$ cat config.mk
export PLATFORM = sky130hd
export DESIGN_NAME = hdmi_period_scheduler
export DESIGN_NICKNAME = d
export VERILOG_FILES = /design/src/rtl/hdmi_period_scheduler.sv
export SDC_FILE = /design/constraint.sdc
export NUM_CORES = 1
export LEC_CHECK = 0
export ABC_AREA = 1
export BUFFER_PORTS_ARGS = -buffer_cell sky130_fd_sc_hd__buf_2
export CAP_MARGIN = 20
export CORE_AREA = 2 2 69 71
export CTS_CLUSTER_DIAMETER = 30
export DETAILED_ROUTE_END_ITERATION = 10
export DIE_AREA = 0 0 71 73
export GPL_ROUTABILITY_DRIVEN = 0
export HOLD_SLACK_MARGIN = 0.15
export PLACE_DENSITY = 0.76
export SYNTH_ARGS = -nofsm -noshare
export SYNTH_HDL_FRONTEND = slang
export SYNTH_SLANG_ARGS = --single-unit
$ cat constraint.sdc
create_clock -name clk_pixel -period 1.8 [get_ports clk_pixel]
set_clock_uncertainty 0.2 [all_clocks]
set_input_delay 0.36 -clock clk_pixel [delete_from_list [all_inputs] [get_ports clk_pixel]]
set_output_delay 0.36 -clock clk_pixel [all_outputs]
set_load 0.01 [all_outputs]
$ cat src/rtl/hdmi_period_scheduler.sv
// rtl/hdmi_period_scheduler.sv - HDMI/DVI period scheduler: raster counters, video and data-island periods
// Data islands are built only with HDMI_DATA_ISLAND_EN defined; otherwise the block is a DVI-only scheduler.
module hdmi_period_scheduler #(
  parameter int   H_ACTIVE    = 640,
  parameter int   H_FRONT     = 16,
  parameter int   H_SYNC      = 96,
  parameter int   H_BACK      = 48,
  parameter int   V_ACTIVE    = 480,
  parameter int   V_FRONT     = 10,
  parameter int   V_SYNC      = 2,
  parameter int   V_BACK      = 33,
  parameter logic SYNC_ACTIVE = 1'b0
) (
  input  logic        clk_pixel,
  input  logic        reset,
  input  logic        packet_pending,
  input  logic [8:0]  packet_word,
  output logic [11:0] cx,
  output logic [10:0] cy,
  output logic [2:0]  mode,
  output logic [5:0]  control_data,
  output logic [11:0] data_island_data,
  output logic [4:0]  packet_idx,
  output logic        packet_consume,
  output logic        video_active
);

  localparam int H_TOTAL = H_ACTIVE + H_FRONT + H_SYNC + H_BACK;
  localparam int V_TOTAL = V_ACTIVE + V_FRONT + V_SYNC + V_BACK;

  localparam logic [11:0] X_ACT      = 12'(H_ACTIVE);
  localparam logic [11:0] X_HS_START = 12'(H_ACTIVE + H_FRONT);
  localparam logic [11:0] X_HS_END   = 12'(H_ACTIVE + H_FRONT + H_SYNC);
  localparam logic [11:0] X_LAST     = 12'(H_TOTAL - 1);
  localparam logic [11:0] X_VPRE     = 12'(H_TOTAL - 10);
  localparam logic [11:0] X_VPRE_END = 12'(H_TOTAL - 3);
  localparam logic [11:0] X_VGUARD   = 12'(H_TOTAL - 2);
  localparam logic [11:0] X_DECIDE   = 12'(H_ACTIVE + 3);
  localparam logic [11:0] X_IPRE     = 12'(H_ACTIVE + 4);
  localparam logic [11:0] X_IPRE_END = 12'(H_ACTIVE + 11);
  localparam logic [11:0] X_IG1      = 12'(H_ACTIVE + 12);
  localparam logic [11:0] X_IG1_END  = 12'(H_ACTIVE + 13);
  localparam logic [11:0] X_PKT      = 12'(H_ACTIVE + 14);
  localparam logic [11:0] X_PKT_END  = 12'(H_ACTIVE + 45);
  localparam logic [11:0] X_IG2      = 12'(H_ACTIVE + 46);
  localparam logic [11:0] X_IG2_END  = 12'(H_ACTIVE + 47);

  localparam logic [10:0] Y_ACT      = 11'(V_ACTIVE);
  localparam logic [10:0] Y_VS_START = 11'(V_ACTIVE + V_FRONT);
  localparam logic [10:0] Y_VS_END   = 11'(V_ACTIVE + V_FRONT + V_SYNC);
  localparam logic [10:0] Y_LAST     = 11'(V_TOTAL - 1);

  typedef enum logic [2:0] {
    MODE_CTRL   = 3'd0,
    MODE_VIDEO  = 3'd1,
    MODE_VGUARD = 3'd2,
    MODE_ISLAND = 3'd3,
    MODE_IGUARD = 3'd4
  } mode_t;

  logic [11:0] cx_next;
  logic [10:0] cy_next;
  logic [10:0] cy_plus1;
  logic        hsync;
  logic        vsync;
  logic        video_line;
  logic        video_pre_line;
  logic        island_line;

  always_comb begin
    cy_plus1 = (cy == Y_LAST) ? 11'd0 : cy + 11'd1;
    cx_next  = cx + 12'd1;
    cy_next  = cy;
    if (cx == X_LAST) begin
      cx_next = 12'd0;
      cy_next = cy_plus1;
    end
  end

  assign hsync          = (cx >= X_HS_START && cx < X_HS_END) ? SYNC_ACTIVE : ~SYNC_ACTIVE;
  assign vsync          = (cy >= Y_VS_START && cy < Y_VS_END) ? SYNC_ACTIVE : ~SYNC_ACTIVE;
  assign video_line     = (cy < Y_ACT);
  assign video_pre_line = video_line || (cy_plus1 < Y_ACT);

`ifdef HDMI_DATA_ISLAND_EN
  // One decision per line; the flag holds through the whole island window.
  always_ff @(posedge clk_pixel or posedge reset) begin
    if (reset) begin
      island_line <= 1'b0;
    end else if (cx == X_DECIDE) begin
      island_line <= packet_pending;
    end
  end
`else
  logic unused_pending;
  assign unused_pending = packet_pending;
  assign island_line    = 1'b0;
`endif

  mode_t       mode_d;
  logic [3:0]  ctl_hi_d;
  logic [11:0] isl_data_d;
  logic        first_n;
  logic        consume_d;
  logic [4:0]  idx_d;
  logic        va_d;

  always_comb begin
    mode_d     = MODE_CTRL;
    ctl_hi_d   = 4'b0000;
    isl_data_d = 12'd0;
    first_n    = (cx != X_PKT);
    if (video_line && cx < X_ACT) begin
      mode_d = MODE_VIDEO;
    end else if (video_pre_line && cx >= X_VPRE && cx <= X_VPRE_END) begin
      ctl_hi_d = 4'b0001;
    end else if (video_pre_line && cx >= X_VGUARD) begin
      mode_d = MODE_VGUARD;
    end else if (island_line) begin
      if (cx >= X_IPRE && cx <= X_IPRE_END) begin
        ctl_hi_d = 4'b0101;
      end else if ((cx >= X_IG1 && cx <= X_IG1_END) || (cx >= X_IG2 && cx <= X_IG2_END)) begin
        mode_d = MODE_IGUARD;
      end else if (cx >= X_PKT && cx <= X_PKT_END) begin
        mode_d     = MODE_ISLAND;
        isl_data_d = {packet_word[8:5], packet_word[4:1], first_n, packet_word[0], vsync, hsync};
      end
    end
  end

  // Index/consume and video_active look one pixel ahead so packet_word is valid
  // in the cycle whose island data gets registered.
  always_comb begin
    consume_d = island_line && (cx_next >= X_PKT) && (cx_next <= X_PKT_END);
    idx_d     = consume_d ? 5'(cx_next - X_PKT) : 5'd0;
    va_d      = (cy_next < Y_ACT) && (cx_next < X_ACT);
  end

  always_ff @(posedge clk_pixel or posedge reset) begin
    if (reset) begin
      cx               <= X_ACT;
      cy               <= Y_ACT;
      mode             <= MODE_CTRL;
      control_data     <= {4'b0000, ~SYNC_ACTIVE, ~SYNC_ACTIVE};
      data_island_data <= 12'd0;
      packet_idx       <= 5'd0;
      packet_consume   <= 1'b0;
      video_active     <= 1'b0;
    end else begin
      cx               <= cx_next;
      cy               <= cy_next;
      mode             <= mode_d;
      control_data     <= {ctl_hi_d, vsync, hsync};
      data_island_data <= isl_data_d;
      packet_idx       <= idx_d;
      packet_consume   <= consume_d;
      video_active     <= va_d;
    end
  end

endmodule

=== Yosys cells after proc, flatten, opt, wreduce, memory -nomap -nowiden ===
Index checks and enable logic that the tools add are counted.
Widths: inputs -> output; s select.

* Add/subtract/negate cells: 2
* Magnitude comparators: 12
* Eq/ne operators: 2
* Muxes and demuxes: 10
* Reduce and logical (&&, ||, !) cells: 8

{| class="wikitable"
|+ Operators with widths
! operator !! count
|-
| $lt 11x9->1 const B || 4
|-
| $ge 12x10->1 const B || 3
|-
| $lt 12x10->1 const B || 3
|-
| $mux 11 || 2
|-
| $add 12x1->12 const B || 1
|-
| $eq 12x10->1 const B || 1
|-
| $le 12x10->1 const B || 1
|-
| $mux 12 || 1
|-
| $add 11x1->11 const B || 1
|-
| $eq 11x10->1 const B || 1
|-
| $ge 11x9->1 const B || 1
|-
| $logic_and 1x1->1 || 7
|-
| $mux 3 || 2
|-
| $mux 4 || 1
|-
| $mux 1 || 3
|-
| $mux 2 || 1
|-
| $logic_or 1x1->1 || 1
|}

* Bits in registers: 33
* Bits of input ports: 12
* Output and inout port bits: 51
* Logic and storage cells: 39

=== Depth between registers and ports, before layout ===
Gate-level depths: netlist of the first run.

* Depth in word-level cells: 8
* Mapped depth: 11
* Mapped depth without buffers: 11

=== Least setup slack after synthesis of the first run ===
OpenSTA, ideal clock, no wires.

* Kind: flip-flop to flip-flop
* Start: register cx[0]
* End: register video_active
* Setup time: 117 ps
* Arrival: 1486 ps
* Data required time: 1483 ps
* Slack: -2 ps
* Stages on the path, launching flop included: 9
* Path buffers: 0
* Period minus slack after synthesis: 1802 ps
* Path through: dfrtp_1 ha_1 inv_1 nor2_8 nand3_4 o21ai_0 nand3_1 nor2_1 nor2_1

* Cells in the longest elaborated chain, start to end: 4
* Elaborated cells between the ends (all ways): 7
* Those cells by class: add/sub: 1; order compare: 2; eq/ne: 1; mux: 2; reduce/logical: 1

{| class="wikitable"
|+ Ends and longest elaborated chain
! what !! RTL line !! text
|-
| start, declared || 18 || <nowiki>output logic [11:0] cx,</nowiki>
|-
| start signal, assigned || 150 || <nowiki>cx <= cx_next;</nowiki>
|-
| $eq 12x10->1 || 74 || <nowiki>if (cx == X_LAST) begin</nowiki>
|-
| $mux 11 || 74 ||
|-
| via cy_next[5] || 62 || <nowiki>logic [10:0] cy_next;</nowiki>
|-
| $lt 11x9->1 || 136 || <nowiki>va_d = (cy_next < Y_ACT) && (cx_next < X_ACT);</nowiki>
|-
| $logic_and 1x1->1 || 136 ||
|-
| via va_d || 106 || <nowiki>logic va_d;</nowiki>
|-
| end signal, assigned || 157 || <nowiki>video_active <= va_d;</nowiki>
|-
| end, declared || 25 || <nowiki>output logic video_active</nowiki>
|}

The timed path passes the listed nets, and every way through them passes these cells.

=== Final worst setup path of the first run ===
* Start: register cy[5]
* End: register video_active

* Cells in the longest elaborated chain, start to end: 5
* Elaborated cells between the ends (all ways): 6
* Those cells by class: add/sub: 1; order compare: 1; eq/ne: 1; mux: 2; reduce/logical: 1

{| class="wikitable"
|+ Ends and longest elaborated chain
! what !! RTL line !! text
|-
| start, declared || 19 || <nowiki>output logic [10:0] cy,</nowiki>
|-
| start signal, assigned || 151 || <nowiki>cy <= cy_next;</nowiki>
|-
| $add 11x1->11 / $eq 11x10->1 (equally long branches) || 71 || <nowiki>cy_plus1 = (cy == Y_LAST) ? 11'd0 : cy + 11'd1;</nowiki>
|-
| $mux 11 (*) || 71 ||
|-
| $mux 11 (*) || 74 ||
|-
| via cy_next[7] || 62 ||
|-
| $lt 11x9->1 (*) || 136 ||
|-
| $logic_and 1x1->1 (*) || 136 ||
|-
| via va_d || 106 ||
|}

The timed path passes the listed nets; every way through them passes the cells marked *.

==> flow_metrics.py, run 1 <==
metrics = {
    "outcome": {
        "outcome": "complete, no violations",
    },
    "floorplanning": {
        "ioPinCount": 63,
        "die_h_um": 73,
        "die_area_mm2": 0.00518,
        "fp.dieW_um": 71,
        "start_util": 0.433,
        "fp-row-count": 25,
        "core-area_mm2": 0.00454,
    },
    "place": {
        "numPortBuffers": 30,
        "place_hpwl_mm": 3.50,
        "placedCellCount": 383,
        "post_dp_cell_area_mm2": 0.00232,
    },
    "logic_synthesis": {
        "synth_edf_count": 0,
        "netlist.top_cell.by_area": "dfrtp_1",
        "synth_top_area_share": 0.268,
        "synthesis.instances": 269,
        "ys_top_cells_by_count": "nand2_1 (75), inv_1 (43), buf_4 (23), nor2_1 (22), dfrtp_1 (21)",
        "avgSynthCellArea_um2": 7.29,
        "synth_cell_type_count": 30,
        "yosys_warnings": 0,
        "syn-cell-area_mm2": 0.00196,
        "synth_most_common_cell": "nand2_1",
        "yosys_most_used_dff": "dfrtp_1",
        "async_flop_share": 1.00,
        "synthTopCellsByArea": "dfrtp_1 (27%), nand2_1 (14%), dfstp_2 (11%)",
        "yosysSeqAreaShare": 0.375,
        "ys_ff_latch": 29,
    },
    "cells_and_area": {
        "drive_gt1_frac": 0.409,
        "synthToLayoutAreaGrowth_pct": 36.2,
        "diodes": 0,
        "fillers": 376,
        "finalInstanceArea_mm2": 0.00267,
        "multiInputGateArea_mm2": 0.00111,
        "layout.cells.non_filler": 404,
        "ff_latch_area_um2": 739,
        "nets": 368,
    },
    "power_and_ir_drop": {
        "p_comb_frac": 0.031,
        "switching_share": 0.235,
        "pwr-share-clk": 0.429,
        "cellPowerDensity_mw_per_mm2": 452,
        "internal-power_w": 0.000924,
        "power.switching_w": 0.000284,
        "ir_drop_mv": 0.313,
        "p_seq_frac": 0.540,
        "leakagePower_nw": 1.46,
    },
    "clocking": {
        "cts_tree": "built",
        "cts-buffers-inserted": 5,
        "clkTransAtPathRegs_ps": 60,
        "htreeDepth": 2,
        "clk_path_buf_depth": 2,
        "clock_latency_ps": 280,
        "clock-sinks": 29,
        "root_buffer": "clkbuf_8",
    },
    "grt": {
        "grt_pass1_wl_mm": 7.53,
        "first_global_vias": 1740,
        "grt_overflow": 0,
        "track_usage": 0.185,
        "grt_max_degree": 30,
        "antenna_found_initial": 0,
    },
    "route": {
        "num_vias": 1978,
        "drc": 0,
        "wl_mm": 5.15,
        "wl_per_cell_um": 12.8,
        "ant_nets": 0,
        "first_pass_iters": 4,
        "vias_per_cell": 4.90,
        "drt_iter0_drc": 132,
    },
    "timing": {
        "hold_viol": 0,
        "setup_viol": 0,
        "timing.hold.ws_ps": 335,
        "fin_crit_sh": 0.999,
        "rsz0062_at_grt": "yes",
        "final.min_clock_period_ps": 1800,
        "fmax_mhz": 556,
        "slew_viol_final": 0,
    },
    "worst_setup_path": {
        "critPathSlowestCell": "dfstp_2",
        "cpMostUsedCell": "nand2_1",
        "cp-end-kind": "flop",
        "cp_cell_sequence": "nand2_4 -> nor2_4 -> nand2_1 -> nand2_1 -> nand2_1 -> o21ai_2 -> nand3_2 -> nor2_2 -> nor2_1",
        "cp-start-kind": "flop",
        "crit_required_ps": 1770,
        "criticalPathCategory": "flop to flop",
        "arrival_ps": 1760,
        "critPathMaxFanout": 5,
        "slowest_delay_ps": 610,
    },
    "flow_run": {
        "cap_violations": 0,
    },
    "hold_path": {
        "hp-class": "flop to flop",
    },
}
## flip-flops by register name (all words and copies together), names as in the netlist
name	count
cx	12
cy	11
control_data	3
mode	2
video_active	1
## layer usage
metal	track usage	routed length [um]	vias up
met5	0	0	-
met4	0.0818	140	0
met3	0.0387	244	12
met2	0.316	2690	64
met1	0.225	2080	940
li1	-	-	962
## repair_timing
| action | CTS | global route |
|---|---|---|
| pin swaps | 3 | 20 |
| buffers inserted | 1 | 10 |
| endpoints found under the hold margin | 21 | 0 |
| gates resized for setup | 9 | 54 |
| setup endpoints to repair | 3 | 7 |
| cloned | 0 | 1 |
| hold buffers | 1 | 0 |
## final timing paths
path / startpoint / end / slack, ps / cells past startpoint
setup / recovery: cy[5] / video_active / 2 / 9
hold / removal: cx[2] / cx[2] / 330 / 1
setup reg to reg: cy[5] / video_active / 2 / 9
hold reg to reg: cx[2] / cx[2] / 330 / 1
max in group asynchronous: reset / cx[9] / 600 / 4
min in group asynchronous: reset / control_data[2] / 490 / 4
## critical path, delay by kind of cell, from the launching register on
family          cells  cell delay (ps)
flops               1              610
compound gates      1              180
simple gates        8              690
## layout make-up
type | instances | area share
Multi-Input combinational cell | 194 | 0.415
Sequential cell | 29 | 0.277
Clock buffer | 6 | 0.0272
Tap cell | 54 | 0.0253
Timing Repair Buffer | 75 | 0.188
Inverter | 44 | 0.0637
Clock inverter | 2 | 0.00375
## power groups by stage
stage | sequential (W) | combinational, W | clock, W
2_1_floorplan | 0.000664 | 0.0000648 | 0
3_3_place_gp | 0.000664 | 0.0000360 | 0
3_5_place_dp | 0.000664 | 0.0000366 | 0
4_1_cts | 0.000653 | 0.0000381 | 0.000529
5_1_grt | 0.000652 | 0.0000443 | 0.000560
6_report | 0.000653 | 0.0000371 | 0.000518
## through the flow
step	setup TNS [ps]	worst slack (ps)	total power (W)	util
after global routing	-301	-120	0.00126	0.589
final	0	1.84	0.00121	0.589
after floorplan	0	42.5	0.000729	-
after global placement	0	10.7	0.000700	0.512
after detailed placement	-74.0	-64.0	0.000701	0.512
after CTS	0	3.83	0.00122	0.537
## cell families after synthesis
logic type               Yosys count  share of synthesized area
buffers and inverters             68                      0.178
flip-flops                        29                      0.375
adder cells (fa/ha/maj)            7                     0.0446
AND/OR/NAND/NOR                  137                      0.319
other                              1                    0.00191
XOR/XNOR                           3                     0.0134
AO/OA/AOI/OAI                     24                     0.0682
## placed cells by master (no fill, tap or decap), types with 7 or more instances in the layout
cell type  instances
nand2_1           63
buf_4             41
inv_1             34
buf_2             30
conb_1            22
dfrtp_1           18
nand3_1           14
nand2_2           12
nor2_1            12
inv_2              8
dfstp_2            8
nor2_2             7
Note: power is estimated with default switching activity, not from simulation.
==> run 2, diff against run 1 <==
--- a/config.mk
+++ b/config.mk
@@ -8,10 +8,10 @@
 export ABC_AREA = 1
 export BUFFER_PORTS_ARGS = -buffer_cell sky130_fd_sc_hd__buf_2
 export CAP_MARGIN = 20
-export CORE_AREA = 2 2 69 71
+export CORE_AREA = 2 2 77 64
 export CTS_CLUSTER_DIAMETER = 30
 export DETAILED_ROUTE_END_ITERATION = 10
-export DIE_AREA = 0 0 71 73
+export DIE_AREA = 0 0 79 66
 export GPL_ROUTABILITY_DRIVEN = 0
 export HOLD_SLACK_MARGIN = 0.15
 export PLACE_DENSITY = 0.76
==> run 2 against run 1 <==
Critical path depth decreased by 2. The run now ends with negative setup slack left. Wire length down 9.4%. Non-clock buffer count decreased by 4. Highest routed layer is now met3. Die area rose by 0.60%.
==> flow_metrics.py, run 2 (synthesized netlist as in run 1, its figures left out) <==
metrics = {
    "outcome": {
        "outcome": "finished with violations",
        "violations": "negative setup slack",
    },
    "timing": {
        "final.min_clock_period_ps": 1820,
        "slew-limit-headroom": 0.668,
        "worst_slack_ps": -24.3,
        "timing.hold.ws_ps": 367,
        "setup-tns-final_ps": -24.3,
        "hold_viol": 0,
        "tightest_slew_ps": 493,
        "rsz0062_at_grt": "yes",
        "fin_crit_sh": 1.01,
        "slew_viol_final": 0,
        "setup_viol": 1,
        "fmax_mhz": 548,
    },
    "worst_setup_path": {
        "critPathMaxFanout": 7,
        "crit_required_ps": 1760,
        "cp_cell_sequence": "nand3_1 -> o21ai_0 -> nand2_1 -> o21ai_1 -> nand3_1 -> nor2_2 -> nor2_1",
        "arrival_ps": 1790,
        "critPathBufInv": 0,
        "path_delay_family": "simple AND/OR/NAND/NOR gates",
        "critPathSlowestCell": "dfrtp_1",
        "slowest_delay_ps": 460,
        "cp-end-kind": "flop",
        "criticalPathCategory": "flop to flop",
        "cpMostUsedCell": "nand3_1",
        "path_depth": 7,
        "reg2reg_depth": 7,
        "cp-start-kind": "flop",
    },
    "grt": {
        "grt_overflow": 0,
        "grt_pass1_wl_mm": 7.37,
        "first_global_vias": 1653,
        "track_usage": 0.183,
        "grt_max_degree": 30,
        "antenna_found_initial": 0,
    },
    "floorplanning": {
        "ioPinCount": 63,
        "fp-row-count": 22,
        "die_h_um": 66,
        "die_area_mm2": 0.00521,
        "start_util": 0.440,
        "core-area_mm2": 0.00446,
        "fp.dieW_um": 79,
    },
    "cells_and_area": {
        "synthToLayoutAreaGrowth_pct": 31.8,
        "drive_gt1_frac": 0.362,
        "top_register": "cx",
        "multiInputGateArea_mm2": 0.00105,
        "nets": 363,
        "layout_commonest_cell": "nand2_1",
        "ff_latch_area_um2": 737,
        "diodes": 0,
        "reg_top3": "cx: 12 flops, cy: 11 flops, control_data: 3 flops",
        "layout_common_cells": "nand2_1 (69), inv_1 (38), buf_4 (38)",
        "largest_reg_flops": 12,
        "fillers": 405,
        "layout.cells.non_filler": 405,
        "finalInstanceArea_mm2": 0.00259,
    },
    "place": {
        "numPortBuffers": 30,
        "placedCellCount": 391,
        "post_dp_cell_area_mm2": 0.00235,
        "place_hpwl_mm": 3.44,
    },
    "clocking": {
        "clk_path_buf_depth": 2,
        "cts-buffers-inserted": 5,
        "root_buffer": "clkbuf_8",
        "cts_tree": "built",
        "clkTransAtPathRegs_ps": 60,
        "clock_latency_ps": 270,
        "htreeDepth": 2,
        "clock-sinks": 29,
    },
    "route": {
        "vias_per_cell": 4.64,
        "drt_iter0_drc": 166,
        "first_pass_iters": 7,
        "drc": 0,
        "num_vias": 1880,
        "wl_mm": 4.67,
        "wl_per_cell_um": 11.5,
        "ant_nets": 0,
    },
    "power_and_ir_drop": {
        "leakagePower_nw": 1.41,
        "cellPowerDensity_mw_per_mm2": 476,
        "finalPower_w": 0.00123,
        "ir_drop_mv": 0.331,
    },
    "hold_path": {
        "min_path_cells": 2,
        "hp-class": "flop to flop",
    },
    "flow_run": {
        "cap_violations": 0,
    },
}
## run 2: worst paths after layout
| check | start | end | slack (ps) |
|---|---|---|---|
| worst max register to register | cy[2] | video_active | -20 |
| worst min register to register | cx[5] | cx[5] | 370 |
| max in group asynchronous | reset | cx[9] | 580 |
| min in group asynchronous | reset | cy[3] | 500 |
| worst max-delay path | cy[2] | video_active | -20 |
| worst min-delay path | cx[5] | cx[5] | 370 |
## run 2: stage by stage
stage / setup WS [ps] / utilization
final: -24.3 / 0.580
after global routing: -162 / 0.580
after CTS: 3.29 / 0.551
after detailed placement: -37.4 / 0.526
after global placement: 5.76 / 0.526
after floorplan: 42.5 / -
## run 2: metal layers
metal  routed length, um  track usage  up-vias
met4                   0       0.0539        0
met3                 298       0.0423        0
li1                    -            -      950
met1                2140        0.244      868
met2                2230        0.297       62
met5                   0            0        -
## run 2: tightest hold or removal path: cells and delay by family (launching register included)
family          cells  cell delay (ps)
buf+inv             1               80
flops               1              390
compound gates      1               60
## run 2: cell type report
cell class	instances	area share
multi-input cells	193	0.406
flip-flops and latches	29	0.285
repair buffers	71	0.181
inverters	44	0.0639
clock buffers	8	0.0348
well taps	60	0.0290
## run 2: power breakdown
part	total, W	internal, W	leakage (nW)	switching (W)
clock	0.000541	0.000311	0.0455	0.000230
combinational	0.0000377	0.00000377	1.02	0.0000340
sequential	0.000653	0.000653	0.351	0
## run 2: repair_timing
action,CTS,global route
pin swaps,1,5
setup buffers,1,4
endpoints found under the hold margin,21,0
resized for setup,6,35
setup endpoints to repair,3,11
hold buffers,1,0
==> run 3, diff against run 2 <==
--- a/config.mk
+++ b/config.mk
@@ -14,7 +14,7 @@
 export DIE_AREA = 0 0 79 66
 export GPL_ROUTABILITY_DRIVEN = 0
 export HOLD_SLACK_MARGIN = 0.15
-export PLACE_DENSITY = 0.76
+export PLACE_DENSITY = 0.74
 export SYNTH_ARGS = -nofsm -noshare
 export SYNTH_HDL_FRONTEND = slang
 export SYNTH_SLANG_ARGS = --single-unit
==> run 3 against run 2 <==
The run still ends with negative setup slack left. Clock-buffer cell count did not move. Register-to-register slack barely moved. Core utilization rose by 0.31 points. Critical path depth rose by 3. Non-clock buffer count fell by 1. Highest routed layer is now met4. Die area did not move.
==> flow_metrics.py, run 3 (synthesized netlist as in run 1, its figures left out) <==
metrics = {
    "outcome": {
        "outcome": "finished with violations",
        "violations": "negative setup slack",
    },
    "grt": {
        "antenna_found_initial": 0,
        "grt_overflow": 0,
        "grt_pass1_wl_mm": 7.34,
        "first_global_vias": 1643,
        "track_usage": 0.179,
        "grt_max_degree": 22,
    },
    "route": {
        "wl_mm": 4.65,
        "wl_per_cell_um": 11.5,
        "ant_nets": 0,
        "vias_per_cell": 4.77,
        "drt_iter0_drc": 133,
        "routed-wl-met3_um": 302,
        "drt-met1-wl_mm": 2.15,
        "first_pass_iters": 4,
        "top_layer": "met4",
        "num_vias": 1930,
        "wl_met2_mm": 2.12,
        "drc": 0,
    },
    "floorplanning": {
        "fp-row-count": 22,
        "ioPinCount": 63,
        "die_h_um": 66,
        "fp.dieW_um": 79,
        "die_area_mm2": 0.00521,
        "start_util": 0.440,
        "core-area_mm2": 0.00446,
    },
    "cells_and_area": {
        "reg_top3": "cx: 12 flops, cy: 11 flops, control_data: 3 flops",
        "top_register": "cx",
        "fillers": 430,
        "layout_common_cells": "nand2_1 (71), inv_1 (38), buf_4 (36)",
        "layout_commonest_cell": "nand2_1",
        "synthToLayoutAreaGrowth_pct": 32.5,
        "nets": 363,
        "finalInstanceArea_mm2": 0.00260,
        "drive_gt1_frac": 0.348,
        "largest_reg_flops": 12,
        "diodes": 0,
    },
    "clocking": {
        "cts_tree": "built",
        "htreeDepth": 2,
        "clk_path_buf_depth": 2,
        "cts-buffers-inserted": 5,
        "root_buffer": "clkbuf_8",
        "clkTransAtPathRegs_ps": 60,
        "clock_latency_ps": 280,
        "clock-sinks": 29,
    },
    "timing": {
        "fin_crit_sh": 1.01,
        "setup-tns-final_ps": -14.0,
        "worst_slack_ps": -14.0,
        "rsz0062_at_grt": "yes",
        "setup_viol": 1,
        "fmax_mhz": 551,
        "slew_viol_final": 0,
        "final.min_clock_period_ps": 1810,
        "hold_viol": 0,
    },
    "place": {
        "numPortBuffers": 30,
        "post_dp_cell_area_mm2": 0.00235,
        "place_hpwl_mm": 3.34,
        "pre_cts_slack_ps": -27.0,
    },
    "worst_setup_path": {
        "path_delay_family": "simple AND/OR/NAND/NOR gates",
        "slowest_delay_ps": 550,
        "crit_required_ps": 1740,
        "arrival_ps": 1750,
        "critPathMaxFanout": 4,
        "cpMostUsedCell": "nand2_1",
        "criticalPathCategory": "flop to flop",
        "critPathSlowestCell": "dfstp_2",
        "cp-end-kind": "flop",
        "critPathBufInv": 2,
        "cp_cell_sequence": "nand2_1 -> buf_4 -> nor2_4 -> nand2_1 -> nand2_1 -> nand3_2 -> nand2_1 -> inv_1 -> nand2_2 -> a21oi_2",
        "cp-start-kind": "flop",
    },
    "power_and_ir_drop": {
        "ir_drop_mv": 0.389,
        "finalPower_w": 0.00124,
        "cellPowerDensity_mw_per_mm2": 478,
        "leakagePower_nw": 1.41,
    },
    "flow_run": {
        "cap_violations": 0,
    },
    "hold_path": {
        "hp-class": "flop to flop",
    },
}
run 3: changes by cell type in the layout (fill, tap and decap cells not counted), sizes merged:
cell | previous run | this run
clkinvlp | 0 | 1
buf | 70 | 69
nand3 | 17 | 18
inv | 44 | 43
run 3: cell type report:
type	count	area [um2]	share of cell area
multi-input cells	194	1050	0.406
inverters	44	169	0.0650
well taps	60	75.1	0.0289
clock buffers	8	90.1	0.0346
repair buffers	70	473	0.182
flip-flops and latches	29	738	0.284
run 3: worst paths after layout:
path                       startpoint  cells past startpoint               to  slack, ps
setup / recovery                cy[5]                     10  control_data[2]        -10
hold / removal                  cx[2]                      1            cx[2]        330
setup reg to reg                cy[5]                     10  control_data[2]        -10
hold reg to reg                 cx[2]                      1            cx[2]        330
max in group asynchronous       reset                      4  control_data[1]        460
min in group asynchronous       reset                      3            cx[2]        410
run 3: report_power, final:
| part | internal, W | switching [W] | total, W | leakage [nW] |
|---|---|---|---|---|
| logic | 0.00000659 | 0.0000343 | 0.0000408 | 1.01 |
| clock network | 0.000311 | 0.000237 | 0.000549 | 0.0455 |
| registers | 0.000653 | 0 | 0.000653 | 0.349 |
run 3: metal layers:
layer / track usage / up-vias
met2: 0.279 / 71
met4: 0.0560 / 0
met1: 0.254 / 893
met5: 0 / -
met3: 0.0328 / 9
li1: - / 957
run 3: through the flow:
| stage | std cells | util | hold slack [ps] |
|---|---|---|---|
| 2_1_floorplan | 290 | - | 232 |
| 3_3_place_gp | 390 | 0.527 | 184 |
| 3_5_place_dp | 390 | 0.527 | 179 |
| 4_1_cts | 399 | 0.550 | 362 |
| 5_1_grt | 405 | 0.583 | 371 |
| 6_report | 405 | 0.583 | 327 |
run 3: what timing repair did:
| action | CTS | global route |
|---|---|---|
| setup endpoints to repair | 3 | 10 |
| pin swaps | 0 | 10 |
| gates cloned | 0 | 1 |
| resized for setup | 5 | 33 |
| hold buffers | 1 | 0 |
| setup buffers | 0 | 5 |
| hold endpoints to repair | 7 | 0 |
